--- config.mk ---
export PLATFORM = sky130hd
export DESIGN_NAME = reg_file_store
export DESIGN_NICKNAME = d
export VERILOG_FILES = /design/src/rtl/reg_file_store_pkg.sv /design/src/rtl/reg_file_store_wr_decode.sv /design/src/rtl/reg_file_store.sv
export SDC_FILE = /design/constraint.sdc
export NUM_CORES = 1
export LEC_CHECK = 0
export CORE_AREA = 2 2 412 414
export DETAILED_ROUTE_END_ITERATION = 6
export DIE_AREA = 0 0 414 416
export PLACE_DENSITY = 0.45
export SYNTH_ARGS = -nofsm -noshare
export SYNTH_HDL_FRONTEND = slang
export SYNTH_SLANG_ARGS = --single-unit
--- constraint.sdc ---
create_clock -name clk_i -period 3.7 [get_ports clk_i]
set_clock_uncertainty 0.15 [all_clocks]
set_input_delay 0.925 -clock clk_i [delete_from_list [all_inputs] [get_ports clk_i]]
set_output_delay 0.925 -clock clk_i [all_outputs]
set_load 0.02 [all_outputs]
--- src/rtl/reg_file_store_pkg.sv ---
// Shared constants and types for the general register file storage array.
// Holds the default geometry, the control-state encoding and the clear-sequence start index.
package reg_file_store_pkg;

    localparam int RF_DATA_W   = 32;
    localparam int RF_NUM_REGS = 32;
    localparam int RF_ADDR_W   = 5;

    typedef enum logic [1:0] {
        INIT  = 2'd0,
        IDLE  = 2'd1,
        CLEAR = 2'd2
    } state_e;

    // R0 has no storage, so the clear sequence starts at R1.
    localparam logic [RF_ADDR_W-1:0] CLR_FIRST = 5'd1;

endpackage

--- src/rtl/reg_file_store_wr_decode.sv ---
// One-hot write-enable decoder for the register array.
// Bit 0 is always low because R0 is a constant zero with no flops.
module reg_file_wr_decode #(
    parameter int NUM_REGS = 32,
    parameter int ADDR_W   = 5
) (
    input  logic [ADDR_W-1:0]   addr_i,
    input  logic                en_i,
    output logic [NUM_REGS-1:0] we_o
);

    // Decode the effective address into a single write strobe.
    always_comb begin
        we_o = '0;
        if (en_i) begin
            we_o[addr_i] = 1'b1;
        end else begin
            we_o = '0;
        end
        we_o[0] = 1'b0;
    end

endmodule

--- src/rtl/reg_file_store.sv ---
// 32 x 32-bit general register file storage with valid/ready write port and a
// sequenced bulk clear of R1..R31; all contents are driven flat to the read muxes.
module reg_file_store
    import reg_file_store_pkg::*;
#(
    parameter int DATA_W   = RF_DATA_W,
    parameter int NUM_REGS = RF_NUM_REGS,
    parameter int ADDR_W   = RF_ADDR_W
) (
    input  logic                         clk_i,
    input  logic                         rst_ni,
    input  logic                         wr_valid_i,
    output logic                         wr_ready_o,
    input  logic [ADDR_W-1:0]            wr_addr_i,
    input  logic [DATA_W-1:0]            wr_data_i,
    input  logic                         clr_req_i,
    output logic                         clr_busy_o,
    output logic [NUM_REGS*DATA_W-1:0]   regs_flat_o
);

    localparam logic [ADDR_W-1:0] LAST_IDX = ADDR_W'(NUM_REGS - 1);

    state_e              state_q, state_d;
    logic [ADDR_W-1:0]   clr_cnt_q, clr_cnt_d;
    logic                wr_ready_q, clr_busy_q;
    logic [DATA_W-1:0]   regs_q [1:NUM_REGS-1];

    logic                clearing_s;
    logic                wr_acc_s;
    logic                we_en_s;
    logic [ADDR_W-1:0]   eff_addr_s;
    logic [DATA_W-1:0]   wr_mux_s;
    logic [NUM_REGS-1:0] we_s;

    // Next-state and clear-counter logic.
    always_comb begin
        state_d   = state_q;
        clr_cnt_d = clr_cnt_q;
        case (state_q)
            INIT: begin
                state_d = IDLE;
            end
            IDLE: begin
                if (clr_req_i) begin
                    state_d   = CLEAR;
                    clr_cnt_d = ADDR_W'(CLR_FIRST);
                end else begin
                    state_d   = IDLE;
                end
            end
            CLEAR: begin
                clr_cnt_d = clr_cnt_q + ADDR_W'(1);
                if (clr_cnt_q == LAST_IDX) begin
                    state_d = IDLE;
                end else begin
                    state_d = CLEAR;
                end
            end
            default: begin
                state_d   = INIT;
                clr_cnt_d = '0;
            end
        endcase
    end

    // State register; handshake outputs are registered decodes of the next state.
    always_ff @(posedge clk_i or negedge rst_ni) begin
        if (!rst_ni) begin
            state_q    <= INIT;
            clr_cnt_q  <= '0;
            wr_ready_q <= 1'b0;
            clr_busy_q <= 1'b0;
        end else begin
            state_q    <= state_d;
            clr_cnt_q  <= clr_cnt_d;
            wr_ready_q <= (state_d == IDLE);
            clr_busy_q <= (state_d == CLEAR);
        end
    end

    // wr_ready_q is only high in IDLE, so acceptance never overlaps a clear step.
    assign clearing_s = (state_q == CLEAR);
    assign wr_acc_s   = wr_valid_i & wr_ready_q;
    assign we_en_s    = clearing_s | wr_acc_s;
    assign eff_addr_s = clearing_s ? clr_cnt_q : wr_addr_i;
    assign wr_mux_s   = clearing_s ? {DATA_W{1'b0}} : wr_data_i;

    reg_file_wr_decode #(
        .NUM_REGS (NUM_REGS),
        .ADDR_W   (ADDR_W)
    ) u_wr_decode (
        .addr_i (eff_addr_s),
        .en_i   (we_en_s),
        .we_o   (we_s)
    );

    // Register storage for R1..R(NUM_REGS-1).
    always_ff @(posedge clk_i or negedge rst_ni) begin
        if (!rst_ni) begin
            for (int k = 1; k < NUM_REGS; k++) begin
                regs_q[k] <= '0;
            end
        end else begin
            for (int k = 1; k < NUM_REGS; k++) begin
                if (we_s[k]) begin
                    regs_q[k] <= wr_mux_s;
                end
            end
        end
    end

    assign regs_flat_o[DATA_W-1:0] = {DATA_W{1'b0}};

    for (genvar g = 1; g < NUM_REGS; g++) begin : g_flat
        assign regs_flat_o[g*DATA_W +: DATA_W] = regs_q[g];
    end

    assign wr_ready_o = wr_ready_q;
    assign clr_busy_o = clr_busy_q;

endmodule

Word-level counts from Yosys, hierarchy flattened:

Cells that the tools add are included.

* output and inout bits: 1026
* ROM bits: 0
* register bits: 1001
* RAM bits: 0
* bits in latches: 0
* memories kept: 0

* add/subtract/negate cells: 1
* equality and inequality tests: 6
* $mul: 0
* reduce and logical (&&, ||, !) cells: 3
* order comparisons: 2
* bitwise operators: 3
* muxes and demuxes: 10
* divide/modulo/power cells: 0
* shift operators: 0

Operators by type and width (count)
* 32-bit 2-to-1 mux: 2
* 5-bit case mux with 3 select lines: 1
* 5-bit 2-to-1 mux: 2
* 5-bit by 6-bit less-than comparator with 1-bit output (second input constant): 1
* 2-bit case mux with 3 select lines: 1
* 5-bit by 1-bit adder with 5-bit output (second input constant): 1
* 1-bit demux with 5-bit select: 1
* 5-bit equality test (second input constant): 1
* 5-bit by 1-bit >= comparator with 1-bit output (second input constant): 1
* 2-bit by 1-bit equality test with 1-bit output (second input constant): 2
* 2-bit equality test (second input constant): 2
* 2-bit 2-to-1 mux: 2
* 2-bit logical NOT: 1
* 2-bit != test (second input constant): 1
* 2-bit AND reduction: 1
* 1-bit bitwise AND: 1
* 1-bit logical AND: 1
* 1-bit 2-to-1 mux: 1
* 1-bit NOT: 1
* 1-bit bitwise OR: 1

Logic depth before layout (Yosys ltp):

* depth after elaboration: 7
* depth in mapped cells: 8
* gate-level depth less buffers: 6

Hierarchy:

From an unflattened synthesis, not the netlist that was laid out.

* cell total of the unflattened synthesis: 2377
* area total of the unflattened synthesis: 38361.8 um^2

By module, submodules not included
* reg_file_store: area each 38124.1 um^2, cells an instance 2329, times used 1
* reg_file_wr_decode: area each 237.7 um^2, cells an instance 48, times used 1

Least setup slack after synthesis:

No wires, ideal clock.

* path kind: input-to-reg
* from: input port wr_addr_i[2]
* to: register regs_q, in the netlist regs_flat_o[545]
* library setup time: 0.125 ns
* stages: 4
* slack: 0.876 ns
* required time: 3.425 ns
* arrival: 2.549 ns
* buffers on the path: 1
* cells stage by stage: or4b_1 -> a221oi_4 -> buf_6 -> mux2_2

* word-level cells in the longest chain between the ends: 6
* elaborated cells on any way between the ends: 7

Ends and longest elaborated chain
* start: declaration: RTL line reg_file_store.sv:14 `input logic [ADDR_W-1:0] wr_addr_i,`
* 5-bit 2-to-1 mux *: RTL line reg_file_store.sv:85 `assign eff_addr_s = clearing_s ? clr_cnt_q : wr_addr_i;`
* 5-bit by 6-bit less-than comparator with 1-bit output (implied by the code) / 5-bit by 1-bit >= comparator with 1-bit output (equally long branches): RTL line reg_file_store_wr_decode.sv:16 `we_o[addr_i] = 1'b1;`
* 1-bit logical AND (implied by the code): RTL line reg_file_store_wr_decode.sv:16
* 1-bit 2-to-1 mux (implied by the code): RTL line reg_file_store_wr_decode.sv:16
* 1-bit demux with 5-bit select *
* 32-bit 2-to-1 mux *: RTL line reg_file_store_wr_decode.sv:15 `if (en_i) begin`
* end signal: indexed assignment: RTL line reg_file_store.sv:106 `regs_q[k] <= wr_mux_s;`
* end: declaration: RTL line reg_file_store.sv:26 `logic [DATA_W-1:0] regs_q [1:NUM_REGS-1];`

Every way passes the cells marked *; elsewhere a longest branch is shown, timed or not.
A chain may end at the register's enable or synchronous reset.

Worst setup path after layout:

* from: register wr_ready_q, in the netlist wr_ready_o
* to: output port wr_ready_o

RTL lines
* start: declaration: RTL line reg_file_store.sv:25 `logic wr_ready_q, clr_busy_q;`
* start signal: assignment: RTL line reg_file_store.sv:76 `wr_ready_q <= (state_d == IDLE);`
* end: declaration: RTL line reg_file_store.sv:13 `output logic wr_ready_o,`

No word-level cell between the ends.

==> qor.csv <==
stage;metric;value;unit
critical_path;Critical Path Max Stage Delay;0.88;ns
sta;Slew Limit Fails;0;
clock_network;post_cts resized;0;
global_route;number of global-route vias before repair;25700;
sta;final hold vios;0;
run_status;status;completed;
min_path;hold path cells;1;
global_route;initial antenna violation count;25;
finish;final instance area;56900;sq um
synth;Synth Register Bits;1001;
place;dpl ws;0.0619;ns
critical_path;origin of the critical flop-to-flop path;state_q[0];
synth;count of different cell masters after synthesis;43;
sta;worst slew pin tran;1.20;ns
place;placed cell count;5527;
floorplanning;I/O Pins;1067;
route;# DRC;0;
clock_network;Clock transition at path regs;0.06;ns
synth;dominant cell type by area after synthesis;dfrtp_1;
synth;Synth top area share;63.9;%
critical_path;type of the worst setup path;reg -> out;
sta;Final TNS setup;0;ns
global_route;global route overflow;0;
sta;RSZ-0062 raised after global routing;false;
floorplanning;FP Rows;151;
pwr;maximum vdd drop;0.450;mV
sta;FMAX;0.313;GHz
clock_network;Clock Latency Late Sink;0.75;ns
critical_path;cell family with most CP delay;buffers and inverters;
finish;Final Core Density;33.8;%
pwr;Pwr Density;1010;nW/um^2
route;DR vias/cell;4.25;
sta;Max transition margin;20.1;%
sta;Hold Slack;0.331;ns
clock_network;clock tree from TritonCTS;built;
pwr;Switching Share;38.0;%
place;Post-DP Area;52800;sq um
critical_path;r2r endpoint;regs_flat_o[964];
floorplanning;die width;414;um
finish;Final nets;3476;
synth;Yosys warning total;0;
critical_path;worst-path fanout max;3;
critical_path;CP max-delay cell;clkdlybuf4s50_1;
synth;Async S/R FF share, synth;100;%
finish;most common cell after layout, fill and taps aside;clkdlybuf4s50_1;
critical_path;Critical Path Source;wr_ready_o;
synth;leading post-synthesis cells by cell area;dfrtp_1 64%, mux2_2 23%, mux2_1 6.0%;
floorplanning;Core ar.;168000;sq um
route;via count;24500;
sta;Final Worst Setup Slack;0.507;ns
sta;period utilisation layout;86.3;%
critical_path;CP required;2.62;ns
finish;most frequent cells in the layout;1033 x clkdlybuf4s50_1, 1001 x dfrtp_1, 784 x mux2_2;
finish;fraction of final layout cells sized beyond drive strength 1;33.3;%
synth;Mapped Cells;2353;
global_route;first-pass GRT wire length;221000;um
pwr;Gate power share;46.5;%
synth;Syn Area/Cell;16.6;sq um
critical_path;R2R depth;7;
critical_path;crit path cell chain;clkdlybuf4s50_1;
place;number of buffers added on ports;1034;
critical_path;Buf/Inv on CP;1;
critical_path;Worst Setup EP;wr_ready_o;
critical_path;Worst setup EP type;output pin;
place;DP HPWL;111000;um
critical_path;CP Launch Type;flop;
floorplanning;DIE HEIGHT;416;um
synth;sequential element share of the synthesized area;63.9;%
finish;Fillers;16600;
synth;Syn Std Cell Area;39200;sq um
synth;EDFF count, synth;0;
pwr;Clk pwr share;20.8;%
critical_path;Levels on crit path;1;
pwr;Int Pwr;35.5;mW
pwr;P_leak;24.8;nW
finish;Final Non-Filler Cells;5765;
sta;endpoints failing setup;0;
finish;area grow syn2layout;45.1;%
floorplanning;Initial Util;23.3;%
route;drt first-iter violations;1127;
global_route;largest net degree at the start of global routing;100;
synth;Post-synth top flop;dfrtp_1;
sta;Final min period;3.19;ns
pwr;Net Switching;21.8;mW
run;Max Cap Viol;0;
pwr;total power;57.3;mW
clock_network;Num CTS Buffers;117;
critical_path;Crit path arrival time;2.12;ns
global_route;All-Layer GR Usage;18.3;%
pwr;Reg power frac;32.7;%
route;DR WL/cell;27.9;um
clock_network;CTS Root Cell;clkbuf_16;
floorplanning;Die Area;172000;sq um
clock_network;clk sinks;1001;
clock_network;H-tree Lvls;3;
place;Final Wtd Congestion;0.763;
min_path;Hold Crit Class;reg -> reg;
critical_path;Worst R2R Setup Slack;0.56;ns
route;final wirelength;161000;um
route;drt pass-1 iters;4;
route;Final ANT Viol Nets;0;
clock_network;clk buf depth;3;
-- registers in the layout, indices dropped and copies added (netlist names) --
register,cells
regs_flat_o,992
clr_busy_o,1
state_q,2
clr_cnt_q,5
wr_ready_o,1
-- layer usage --
| metal | GRT usage, % | routed length, um |
|---|---|---|
| met2 | 31.2 | 79800 |
| met1 | 21.3 | 63100 |
| met3 | 5.20 | 10800 |
| met4 | 8.26 | 6960 |
| met5 | 0 | 80 |
-- what timing repair did --
item / in CTS / in global routing
buffers inserted: 0 / 0
hold buffers: 1 / 0
hold endpoints to repair: 33 / 0
-- synth_stat cells, types with 2 or more instances --
master,count
nand4bb_1,6
nor2_1,3
buf_6,40
nor2b_1,34
buf_2,23
nand4b_1,4
a221oi_4,24
a221oi_2,7
mux2_2,784
inv_1,4
or4b_4,3
clkbuf_1,103
dfrtp_1,1001
ha_1,6
o21ai_0,2
buf_4,70
nand2_1,3
mux2_1,210
o31ai_1,2
-- area by class of cell --
class,count,area (sq um),area share (%)
Sequential cell,1001,25000,44.1
Multi-Input combinational cell,1142,13000,22.9
Timing Repair Buffer,1163,12000,21.0
Clock buffer,172,3390,5.97
Tap cell,2218,2780,4.88
Clock inverter,45,586,1.03
Antenna cell,20,50.0,0.0880
Inverter,4,15.0,0.0264
-- worst min path at each step --
stage                                 from  slack [ns]               end
after CTS                 regs_flat_o[464]        0.34  regs_flat_o[464]
after floorplan               clr_cnt_q[0]        0.42      clr_cnt_q[0]
after global routing      regs_flat_o[315]        0.34  regs_flat_o[315]
after detailed placement  regs_flat_o[475]        0.32  regs_flat_o[475]
after global placement    regs_flat_o[274]        0.32  regs_flat_o[274]
final                     regs_flat_o[475]        0.33  regs_flat_o[475]
-- power groups by stage --
stage	logic [mW]	registers, mW	clock network (mW)
after floorplan	5.38	25.1	0
after global placement	27.0	18.8	0
after detailed placement	27.0	18.9	0
after CTS	27.1	18.8	12.4
after global routing	27.6	19.4	12.8
final	26.7	18.7	11.9
-- kinds of logic (layout without fill, tap and decap cells) --
family                     after synthesis  in the layout  share of synthesized area, %
and+or+nand+nor                         67             67                          1.33
muxes                                  995            995                          28.6
adders and majority gates                6              6                         0.192
other                                    1             52                       0.00957
buffers and inverters                  241           1384                          3.82
DFF                                   1001           1001                          63.9
AOI/OAI and AO/OA                       42             42                          2.09
Note: power is estimated with default switching activity, not from simulation.
